===== src/rtl/regfile_write_arbiter.sv =====
// Write-port arbiter for an 8 x 16 register file: zero-fills all registers after
// reset or on request, then grants CPU (A) and debug (B) writes round-robin.
module regfile_write_arbiter (
  input  logic        clk,
  input  logic        reset,
  input  logic        a_req,
  input  logic [2:0]  a_dr,
  input  logic [15:0] a_data,
  output logic        a_ack,
  input  logic        b_req,
  input  logic [2:0]  b_dr,
  input  logic [15:0] b_data,
  output logic        b_ack,
  input  logic        init_start,
  output logic        busy,
  output logic        rf_we,
  output logic [2:0]  rf_dr,
  output logic [15:0] rf_buss
);

  typedef enum logic {
    ST_INIT = 1'b0,
    ST_ARB  = 1'b1
  } state_e;

  state_e      state_q, state_d;
  logic [2:0]  cnt_q, cnt_d;
  logic        last_grant_q, last_grant_d;
  logic        rf_we_q, rf_we_d;
  logic [2:0]  rf_dr_q, rf_dr_d;
  logic [15:0] rf_buss_q, rf_buss_d;
  logic        a_ack_q, a_ack_d;
  logic        b_ack_q, b_ack_d;
  logic        busy_q, busy_d;

  logic a_elig, b_elig;
  logic grant_a, grant_b;

  // A requester whose ack is showing this cycle is still holding req from the
  // write just issued, so it must not be granted a second time.
  assign a_elig  = a_req && !a_ack_q;
  assign b_elig  = b_req && !b_ack_q;
  assign grant_a = a_elig && (!b_elig || last_grant_q);
  assign grant_b = b_elig && (!a_elig || !last_grant_q);

  always_comb begin
    state_d      = state_q;
    cnt_d        = cnt_q;
    last_grant_d = last_grant_q;
    rf_we_d      = 1'b0;
    rf_dr_d      = rf_dr_q;
    rf_buss_d    = rf_buss_q;
    a_ack_d      = 1'b0;
    b_ack_d      = 1'b0;

    case (state_q)
      ST_INIT: begin
        rf_we_d   = 1'b1;
        rf_dr_d   = cnt_q;
        rf_buss_d = 16'h0000;
        if (cnt_q == 3'd7) begin
          state_d = ST_ARB;
          cnt_d   = 3'd0;
        end else begin
          cnt_d = cnt_q + 3'd1;
        end
      end
      ST_ARB: begin
        if (init_start) begin
          state_d = ST_INIT;
          cnt_d   = 3'd0;
        end else if (grant_a) begin
          rf_we_d      = 1'b1;
          rf_dr_d      = a_dr;
          rf_buss_d    = a_data;
          a_ack_d      = 1'b1;
          last_grant_d = 1'b0;
        end else if (grant_b) begin
          rf_we_d      = 1'b1;
          rf_dr_d      = b_dr;
          rf_buss_d    = b_data;
          b_ack_d      = 1'b1;
          last_grant_d = 1'b1;
        end
      end
      default: begin
        state_d = ST_INIT;
        cnt_d   = 3'd0;
      end
    endcase

    // Covers the idle cycle right after an init request as well as the final
    // R7 write, which is issued while the state already points at ARB.
    busy_d = (state_q == ST_INIT) || (state_d == ST_INIT);
  end

  always_ff @(posedge clk or negedge reset) begin
    if (!reset) begin
      state_q      <= ST_INIT;
      cnt_q        <= 3'd0;
      last_grant_q <= 1'b1;
      rf_we_q      <= 1'b0;
      rf_dr_q      <= 3'd0;
      rf_buss_q    <= 16'h0000;
      a_ack_q      <= 1'b0;
      b_ack_q      <= 1'b0;
      busy_q       <= 1'b1;
    end else begin
      state_q      <= state_d;
      cnt_q        <= cnt_d;
      last_grant_q <= last_grant_d;
      rf_we_q      <= rf_we_d;
      rf_dr_q      <= rf_dr_d;
      rf_buss_q    <= rf_buss_d;
      a_ack_q      <= a_ack_d;
      b_ack_q      <= b_ack_d;
      busy_q       <= busy_d;
    end
  end

  assign a_ack   = a_ack_q;
  assign b_ack   = b_ack_q;
  assign busy    = busy_q;
  assign rf_we   = rf_we_q;
  assign rf_dr   = rf_dr_q;
  assign rf_buss = rf_buss_q;

`ifndef SYNTHESIS
  ack_onehot: assert property (@(posedge clk) disable iff (!reset)
    !(a_ack_q && b_ack_q));
  ack_has_we: assert property (@(posedge clk) disable iff (!reset)
    (a_ack_q || b_ack_q) |-> rf_we_q);
  we_has_src: assert property (@(posedge clk) disable iff (!reset)
    (rf_we_q && !busy_q) |-> (a_ack_q || b_ack_q));
  busy_no_ack: assert property (@(posedge clk) disable iff (!reset)
    busy_q |-> !(a_ack_q || b_ack_q));
`endif

endmodule


===== config.mk =====
export PLATFORM = sky130hd
export DESIGN_NAME = regfile_write_arbiter
export DESIGN_NICKNAME = d
export VERILOG_FILES = /design/src/rtl/regfile_write_arbiter.sv
export SDC_FILE = /design/constraint.sdc
export NUM_CORES = 1
export LEC_CHECK = 0
export BUFFER_PORTS_ARGS = -buffer_cell sky130_fd_sc_hd__buf_2
export CAP_MARGIN = 15
export CORE_ASPECT_RATIO = 1.25
export CORE_MARGIN = 2
export CORE_UTILIZATION = 48
export DETAILED_ROUTE_END_ITERATION = 6
export GPL_ROUTABILITY_DRIVEN = 0
export GPL_TIMING_DRIVEN = 0
export MAX_ROUTING_LAYER = met4
export PLACE_DENSITY_LB_ADDON = 0.05
export SLEW_MARGIN = 20
export SYNTH_ARGS = -nofsm -noshare
export SYNTH_HDL_FRONTEND = slang
export SYNTH_SLANG_ARGS = --single-unit

===== constraint.sdc =====
create_clock -name clk -period 4.2 [get_ports clk]
set_input_delay 0.21 -clock clk [delete_from_list [all_inputs] [get_ports clk]]
set_output_delay 0.21 -clock clk [all_outputs]
set_load 0.03 [all_outputs]

==> results.txt <==
final instance area - 0.00171 mm^2
synth cell count leaders - dfrtp_1, mux2i_1, o2bb2ai_1
area grow syn2layout - 31.9%
status - completed
Netlist cell types - 24
crit share post-route - 41.4%
fin. max-slew vios - 0
Final Util - 65.1%
min Tclk post-route - 1.74 ns
final wirelength - 2810 um
drt pass-1 iters - 4
share of layout cells above drive strength 1 - 46.5%
yosys warns - 0
CP endpoint kind - register
Starting DRT DRC Count - 26
Post-DP Area - 0.00167 mm^2
Leak - 0.903 nW
Syn Inst Count - 102
Worst IR Drop VDD - 0.290 mV
Top FF cell, synth - dfrtp_1
Post-Syn Area - 0.00130 mm^2
Int Pwr - 0.541 mW
Critical Path, Cell by Cell - nor2b_1, o21a_1, buf_6, mux2_4, a221o_1
vias per cell - 5.13
WP buf/inv - 1
nets - 218
CTS Root Cell - clkbuf_4
Net Sw Frac - 38.5%
CTS tree - yes
CTS Buffer Depth - 2
vias in the first global route - 1,049
Hold Path Class - in2reg
DIE AREA - 0.00314 mm^2
CORE AREA - 0.00263 mm^2
IO buf count - 65
pwr/cell area - 514 mW/mm^2
sequential cell fraction of total power - 42.7%
CTS Sinks - 28
Max FO, Critical Path - 10
post-CTS setup buffers - 0
DRT antenna net count - 0
CP max-delay cell - dfrtp_1
MaxCap Viol Count - 0
post-cts resize count - 0
Clock Power Share - 14.8%
Slew @ Worst Pin - 0.610 ns
sw power - 0.338 mW
CP max stage delay - 0.41 ns
Final TNS setup - 0 ns
Yosys reg bits - 28
Worst Skew - 0.00363 ns
FMAX - 575 MHz
Seq/Total Area, Yosys - 54.2%
# IOs - 66
Total GRT Usage - 19.2%
CP delay by family, top - compound AO/OA/AOI/OAI gates
Setup CP Type - reg2reg
Comb power frac - 42.4%
via count - 1,056
Crit path required time - 4.43 ns
CP Data Arrival Time - 1.96 ns
Hold Fails Final Rpt - 0
clock-pin transition on the worst setup and hold timing paths - 0.14 ns
syn_nets - 147
post-route DRC violation count - 0
leading area contributor after synthesis - dfrtp_1
count leader, synth - dfrtp_1
die height - 62.1 um
Wirelength per Cell - 13.6 um
Initial Util - 49.4%
cts hold-fix bufs - 1
clk_lat worst skew - 0.32 ns
HPWL Detailed - 2130 um
die width - 50.5 um
Critical Path Start Type - register
initial antenna violation count - 0
Synth Area per Inst - 12.7 um^2
fraction of registers with async set/reset - 100%
H-tree depth - 1
top cell type's share of synthesized area - 50.1%
first-pass GRT wire length - 4570 um
largest cells by area after synthesis - dfrtp_1, mux2i_1, o2bb2ai_1
number of CTS-inserted buffers - 3
largest net degree at the start of global routing - 29
final setup fails - 0
Max-slew headroom - 59.3%
RSZ-0062 raised after global routing - no
Post-synth EDFFs - 0
std cell rows - 21
total grt overflow - 0
Ant. Diodes - 0
==> flip-flops by register name (all words and copies together), names as in the netlist <==
signal	cells
cnt_q	3
rf_we	1
a_ack	1
state_q	1
busy	1
rf_dr	3
b_ack	1
last_grant_q	1
rf_buss	16
==> worst reg2reg max path: cells and delay by family, from the launching register on <==
family                 cells  cell delay (ns)
AO/OA/AOI/OAI              2             0.54
buffers and inverters      1             0.19
AND/OR/NAND/NOR            1             0.20
flip-flops                 1             0.41
multiplexers               1             0.31
==> cell type report <==
cell class | count | area [um^2]
Tap cell | 34 | 42.5
Timing Repair Buffer | 66 | 335
Sequential cell | 28 | 703
Clock buffer | 4 | 36.3
Inverter | 5 | 18.8
Multi-Input combinational cell | 61 | 524
Buffer | 8 | 51.3
Fill cell | 238 | 916
==> through the flow <==
step	hold slack [ns]	worst slack (ns)	instances	total power, mW
floorplan	-0.0856	2.46	102	0.646
global placement	0.251	2.53	201	0.745
detailed placement	0.258	2.49	201	0.759
CTS	0.112	2.46	206	0.889
global route	0.105	2.39	206	0.936
finish	0.104	2.46	206	0.879
==> power by group through the flow <==
stage	logic [mW]	registers (mW)	clock network (mW)
3_3_place_gp	0.368	0.377	0
4_1_cts	0.380	0.376	0.133
5_1_grt	0.410	0.383	0.142
6_report	0.373	0.376	0.130
2_1_floorplan	0.186	0.460	0
3_5_place_dp	0.379	0.380	0
==> routing by layer <==
layer / track usage, % / share of wire, %
met2: 32.7 / 53
met4: 5.07 / 0.89
met1: 24.0 / 41
met3: 2.16 / 6.0
met5: - / 0
==> worst paths after layout <==
path                       cells past startpoint       start    endpoint  slack [ns]
max                                            5       a_ack    rf_dr[0]        2.46
max reg2reg                                    5       a_ack    rf_dr[0]        2.46
min                                            2  init_start     state_q        0.10
min reg2reg                                    1  rf_buss[3]  rf_buss[3]        0.50
min in group asynchronous                      2       reset    rf_dr[1]        0.42
max in group asynchronous                      2       reset       a_ack        3.39
==> cell usage in the layout, fill, tap and decap left out, types with 3 or more instances in the layout <==
| master | count |
|---|---|
| a21oi_1 | 3 |
| a221o_1 | 3 |
| buf_2 | 67 |
| clkbuf_1 | 3 |
| clkbuf_4 | 3 |
| dfrtp_1 | 26 |
| inv_1 | 5 |
| mux2i_1 | 16 |
| nor2_1 | 4 |
| nor2b_1 | 4 |
| o2bb2ai_1 | 16 |
==> cell families after synthesis <==
kind of cell             after synthesis  share of synthesized area (%)
AO/OA/AOI/OAI                         28                           17.5
adder cells (fa/ha/maj)                2                           1.93
buffers and inverters                 13                           5.40
flip-flops                            28                           54.2
multiplexers                          19                           15.5
AND/OR/NAND/NOR                       12                           5.40
Power figures use the tool's default switching activity.
